===== src/rtl/fetch_sequencer_if.sv =====
`default_nettype none
// ----------------------------------------------------------------------------
// fetch_sequencer_if : branch/decode/instruction-memory signals of fetch_sequencer
// Revision: 1.0
// ----------------------------------------------------------------------------
interface fetch_sequencer_if;
  logic        branch_taken;
  logic [31:0] branch_pc;
  logic        stall;
  logic        imem_req;
  logic [31:0] imem_addr;
  logic        imem_ack;
  logic [31:0] imem_rdata;
  logic        inst_valid;
  logic [31:0] inst;
  logic [31:0] inst_pc;

  modport master (
    input  branch_taken, branch_pc, stall, imem_ack, imem_rdata,
    output imem_req, imem_addr, inst_valid, inst, inst_pc
  );

  modport slave (
    output branch_taken, branch_pc, stall, imem_ack, imem_rdata,
    input  imem_req, imem_addr, inst_valid, inst, inst_pc
  );
endinterface
`default_nettype wire


===== src/rtl/fetch_sequencer.sv =====
`default_nettype none
// ----------------------------------------------------------------------------
// fetch_sequencer : PC owner and req/ack instruction fetcher with a one-entry
//                   output buffer and in-flight branch redirect handling
// Revision: 1.0
// ----------------------------------------------------------------------------
module fetch_sequencer #(
  parameter logic [31:0] RESET_PC = 32'h0000_0000,
  parameter logic [31:0] PC_STEP  = 32'd4
) (
  input wire clk,
  input wire reset_n,
  fetch_sequencer_if.master bus
);

  typedef enum logic [1:0] {
    S_IDLE    = 2'd0,
    S_FETCH   = 2'd1,
    S_FULL    = 2'd2,
    S_DISCARD = 2'd3
  } state_t;

  state_t      r_state;
  logic        r_imem_req;
  logic [31:0] r_fetch_pc;
  logic [31:0] r_redirect_pc;
  logic        r_inst_valid;
  logic [31:0] r_inst;
  logic [31:0] r_inst_pc;

  logic [31:0] w_branch_pc;

  assign w_branch_pc = bus.branch_pc & 32'hFFFF_FFFC;

  // fetch_pc is never touched while a request is outstanding, so it doubles
  // as the held request address in both FETCH and DISCARD.
  assign bus.imem_req   = r_imem_req;
  assign bus.imem_addr  = r_fetch_pc;
  assign bus.inst_valid = r_inst_valid;
  assign bus.inst       = r_inst;
  assign bus.inst_pc    = r_inst_pc;

  always_ff @(posedge clk or negedge reset_n) begin
    if (!reset_n) begin
      r_state       <= S_IDLE;
      r_imem_req    <= 1'b0;
      r_fetch_pc    <= RESET_PC;
      r_redirect_pc <= 32'h0;
      r_inst_valid  <= 1'b0;
      r_inst        <= 32'h0;
      r_inst_pc     <= 32'h0;
    end else begin
      case (r_state)
        S_IDLE: begin
          if (bus.branch_taken) r_fetch_pc <= w_branch_pc;
          r_imem_req <= 1'b1;
          r_state    <= S_FETCH;
        end

        S_FETCH: begin
          if (bus.imem_ack) begin
            if (bus.branch_taken) begin
              r_fetch_pc <= w_branch_pc;
            end else begin
              r_inst       <= bus.imem_rdata;
              r_inst_pc    <= r_fetch_pc;
              r_inst_valid <= 1'b1;
              r_fetch_pc   <= r_fetch_pc + PC_STEP;
              r_imem_req   <= 1'b0;
              r_state      <= S_FULL;
            end
          end else if (bus.branch_taken) begin
            // Request cannot be withdrawn; let it finish and drop its data.
            r_redirect_pc <= w_branch_pc;
            r_state       <= S_DISCARD;
          end
        end

        S_FULL: begin
          if (bus.branch_taken) begin
            r_inst_valid <= 1'b0;
            r_fetch_pc   <= w_branch_pc;
            r_imem_req   <= 1'b1;
            r_state      <= S_FETCH;
          end else if (!bus.stall) begin
            r_inst_valid <= 1'b0;
            r_imem_req   <= 1'b1;
            r_state      <= S_FETCH;
          end
        end

        S_DISCARD: begin
          if (bus.imem_ack) begin
            r_fetch_pc <= bus.branch_taken ? w_branch_pc : r_redirect_pc;
            r_state    <= S_FETCH;
          end else if (bus.branch_taken) begin
            r_redirect_pc <= w_branch_pc;
          end
        end

        default: begin
          r_imem_req <= 1'b0;
          r_state    <= S_IDLE;
        end
      endcase
    end
  end

endmodule
`default_nettype wire


===== src/flat_wrapper.sv =====
// flat-port wrapper written by rule: the top's interface ports become plain ports
module fetch_sequencer_flat 
#(
  parameter logic [31:0] RESET_PC = 32'h0000_0000,
  parameter logic [31:0] PC_STEP  = 32'd4
)
  (clk, reset_n, bus_branch_taken, bus_branch_pc, bus_stall, bus_imem_ack, bus_imem_rdata, bus_imem_req, bus_imem_addr, bus_inst_valid, bus_inst, bus_inst_pc);
  fetch_sequencer_if bus_i ();
  input wire clk;
  input wire reset_n;
  input wire logic [$bits(bus_i.branch_taken)-1:0] bus_branch_taken;
  input wire logic [$bits(bus_i.branch_pc)-1:0] bus_branch_pc;
  input wire logic [$bits(bus_i.stall)-1:0] bus_stall;
  input wire logic [$bits(bus_i.imem_ack)-1:0] bus_imem_ack;
  input wire logic [$bits(bus_i.imem_rdata)-1:0] bus_imem_rdata;
  output wire logic [$bits(bus_i.imem_req)-1:0] bus_imem_req;
  output wire logic [$bits(bus_i.imem_addr)-1:0] bus_imem_addr;
  output wire logic [$bits(bus_i.inst_valid)-1:0] bus_inst_valid;
  output wire logic [$bits(bus_i.inst)-1:0] bus_inst;
  output wire logic [$bits(bus_i.inst_pc)-1:0] bus_inst_pc;
  assign bus_i.branch_taken = bus_branch_taken;
  assign bus_i.branch_pc = bus_branch_pc;
  assign bus_i.stall = bus_stall;
  assign bus_i.imem_ack = bus_imem_ack;
  assign bus_i.imem_rdata = bus_imem_rdata;
  assign bus_imem_req = bus_i.imem_req;
  assign bus_imem_addr = bus_i.imem_addr;
  assign bus_inst_valid = bus_i.inst_valid;
  assign bus_inst = bus_i.inst;
  assign bus_inst_pc = bus_i.inst_pc;
  fetch_sequencer #(.RESET_PC(RESET_PC), .PC_STEP(PC_STEP)) u_core (.clk(clk), .reset_n(reset_n), .bus(bus_i));
endmodule

===== config.mk =====
export PLATFORM = sky130hd
export DESIGN_NAME = fetch_sequencer_flat
export DESIGN_NICKNAME = d
export VERILOG_FILES = /design/src/rtl/fetch_sequencer_if.sv /design/src/rtl/fetch_sequencer.sv /design/src/flat_wrapper.sv
export SDC_FILE = /design/constraint.sdc
export NUM_CORES = 1
export LEC_CHECK = 0
export ABC_AREA = 0
export CAP_MARGIN = 20
export CORE_MARGIN = 3
export CORE_UTILIZATION = 25
export CTS_BUF_LIST = sky130_fd_sc_hd__clkbuf_8
export CTS_CLUSTER_SIZE = 8
export DETAILED_ROUTE_END_ITERATION = 6
export GPL_TIMING_DRIVEN = 0
export HOLD_SLACK_MARGIN = 0.12
export PLACE_DENSITY_LB_ADDON = 0.25
export SYNTH_ARGS = -nofsm -noshare
export SYNTH_HDL_FRONTEND = slang
export SYNTH_SLANG_ARGS = --single-unit

===== constraint.sdc =====
create_clock -name clk -period 5.6 [get_ports clk]
set_input_delay 1.4 -clock clk [delete_from_list [all_inputs] [get_ports clk]]
set_output_delay 1.4 -clock clk [all_outputs]
set_load 0.05 [all_outputs]

==> impl_metrics.json <==
{
  "status": "complete, no violations",
  "clockBufferDepth": 2,
  "clk_pin_slew_ps": 80,
  "place_congestion": 0.7880,
  "worst_pin_slew_ps": 1069,
  "syn_to_final_growth_pct": 40.79,
  "cts_sinks": 132,
  "startpoint_type": "primary input",
  "io_pins": 167,
  "yosys_register_bits": 132,
  "syn_area_per_cell_sq_um": 11.39,
  "sw_frac_of_total": 0.4245,
  "synth.cell_area_sq_mm": 0.006160,
  "cp_max_fo": 10,
  "drv_cap": 0,
  "vdd_drop_max_v": 0.0002331,
  "initial_core_util": 0.2586,
  "ctsResizeCount": 0,
  "min_delay_path_depth": 1,
  "cts_tree": "done",
  "htree_levels": 4,
  "crit_arrival_ps": 3850,
  "ff2ff_setup_slack_ps": 2690,
  "worstSetupPathType": "in2reg",
  "ys_seq_area_frac": 0.5363,
  "slew_headroom": 0.2806,
  "p_switching_mw": 1.776,
  "r2r_end": "u_core.bus.inst_pc[13]",
  "portBuffers": 162,
  "pwr-share-clk": 0.229,
  "post_cts_buffers": 0,
  "rsz0062_at_grt": "no",
  "finalHoldViolCount": 0,
  "grt_max_degree": 86,
  "cts_buffers": 17,
  "dr.pass1.iters": 5,
  "clock-root-buffer": "clkbuf_8",
  "synth_nets": 611,
  "total_power_mw": 4.183,
  "fmax_mhz": 285.3,
  "syn_inst": 541,
  "hpwl_mm": 13.90,
  "synth-edff-count": 0,
  "power_density_mw_per_mm2": 482.3,
  "internal-power_mw": 2.407,
  "layout_commonest_cell": "clkdlybuf4s50_1",
  "finalWorstSetupSlack_ps": 2095,
  "cts_hold_buf": 0,
  "synth_cell_types": 63,
  "insertion_delay_ps": 460,
  "wl_per_cell_um": 18.41,
  "overflow": 0,
  "ys.flop_type": "dfrtp_1",
  "min_delay_worst_endpoint": "u_core.r_redirect_pc[0]",
  "antenna_found_initial": 1,
  "skew_ps": 12.29,
  "antenna_cells": 0,
  "fp.dieW_um": 163.0,
  "ant_nets": 0,
  "post-place-ws_ps": 1605,
  "routed_wl_mm": 19.42,
  "finalCriticalPeriod_ps": 3505,
  "drtIter0Drc": 392,
  "fin_nets": 793,
  "fp-row-count": 56,
  "leakagePower_nw": 3.420,
  "min_from": "u_core.r_redirect_pc[0]",
  "grt_pass1_vias": 5178,
  "period_share": 0.6259,
  "r2r_cells": 7,
  "fp.dieH_um": 163.0,
  "drive_above_1_share": 0.1984,
  "r2r_start": "u_core.r_state[0]",
  "slew_viol_final": 0,
  "pwr-share-seq": 0.340,
  "core_sq_mm": 0.02382,
  "drc": 0,
  "vias_per_cell": 4.774,
  "hold_class": "reg2reg",
  "finalSetupViolations": 0,
  "pwr-share-comb": 0.432,
  "grt_pass1_wl_mm": 30.07,
  "dieArea_sq_mm": 0.02656,
  "grt_usage": 0.1475,
  "post-route-util": 0.3640,
  "yosys_warnings": 0,
  "vias": 5037,
  "async_reset_ff_frac": 1.000,
  "mostFrequentLayoutCells": "161 x clkdlybuf4s50_1, 132 x dfrtp_1, 91 x mux2_2",
  "cp-end-kind": "flop",
  "cp_data_required_time_ps": 5940
}
## cell type report
| cell class | instances | area (sq um) |
|---|---|---|
| Multi-Input combinational cell | 360 | 2616 |
| Clock buffer | 17 | 234.0 |
| Tap cell | 319 | 399.1 |
| Clock inverter | 15 | 229.0 |
| Inverter | 13 | 48.80 |
| Timing Repair Buffer | 163 | 1650 |
| Fill cell | 2431 | 15150 |
| Buffer | 36 | 191.4 |
| Sequential cell | 132 | 3303 |
## cell families after synthesis
logic type / Yosys count / synth area share
and+or+nand+nor: 139 / 0.1164
DFF: 132 / 0.5363
AOI/OAI and AO/OA: 124 / 0.1326
muxes: 92 / 0.1680
buffers and inverters: 49 / 0.03900
xor gates and xnor gates: 4 / 0.005687
adders and majority gates: 1 / 0.002031
## cells in the mapped netlist, types with 8 or more instances
cell type,number,share of area
dfrtp_1,132,0.54
mux2_2,91,0.17
nand2_1,46,0.028
o21ai_0,41,0.033
a21oi_1,22,0.018
clkbuf_1,22,0.013
nor2_1,22,0.013
nand3_1,19,0.015
inv_1,13,0.0079
nor3_1,10,0.0081
o22ai_1,8,0.0081
## metrics by stage
stage / instances / hold WS [ps] / setup TNS, ps / instance area [sq um]
5_1_grt: 1055 / 522.2 / 0 / 8672
2_1_floorplan: 541 / 444.6 / 0 / 6160
3_5_place_dp: 1023 / 477.5 / 0 / 8209
3_3_place_gp: 1022 / 460.3 / -363490 / 8180
6_report: 1055 / 492.7 / 0 / 8672
4_1_cts: 1055 / 492.6 / 0 / 8672
## worst max-delay path, cell delays in order
cell and delay [ps]:
clkbuf_1 160, nor2b_1 140, clkbuf_1 390, nand2_1 210
nor2_1 490, clkbuf_1 630, mux2_2 410
## worst max path at each step
stage | start | end | cells past startpoint
2_1_floorplan | bus_branch_taken | u_core.bus.inst[16] | 8
3_3_place_gp | reset_n | u_core.bus.inst[10] | 1
3_5_place_dp | bus_branch_taken | u_core.bus.inst_pc[7] | 7
4_1_cts | bus_branch_taken | u_core.bus.inst_pc[13] | 7
5_1_grt | bus_branch_taken | u_core.bus.inst_pc[9] | 7
6_report | bus_branch_taken | u_core.bus.inst_pc[13] | 7
## flip-flops by register name (all words and copies together), names as in the netlist
| signal | count |
|---|---|
| u_core.bus.imem_req | 1 |
| u_core.bus.inst | 32 |
| u_core.bus.imem_addr | 32 |
| u_core.r_redirect_pc | 32 |
| u_core.bus.inst_valid | 1 |
| u_core.r_state | 2 |
| u_core.bus.inst_pc | 32 |
## power groups by stage
stage | Sequential [mW] | Combinational (mW) | Clock [mW]
after floorplan | 2.17 | 0.401 | 0
after global placement | 1.43 | 1.81 | 0
after detailed placement | 1.44 | 1.82 | 0
after CTS | 1.43 | 1.82 | 0.992
after global routing | 1.46 | 1.90 | 1.03
final | 1.42 | 1.81 | 0.956
## metal layers
metal  GRT usage  wire, um  up-vias  part of all wire
met5           0        13        -           0.00067
met4     0.03691       180        2            0.0093
met3     0.04425      1371       13             0.071
met2      0.2311      8888      162              0.46
met1      0.1999      8965     2504              0.46
li1            -         -     2356                 -
(Power assumes the default switching activity.)
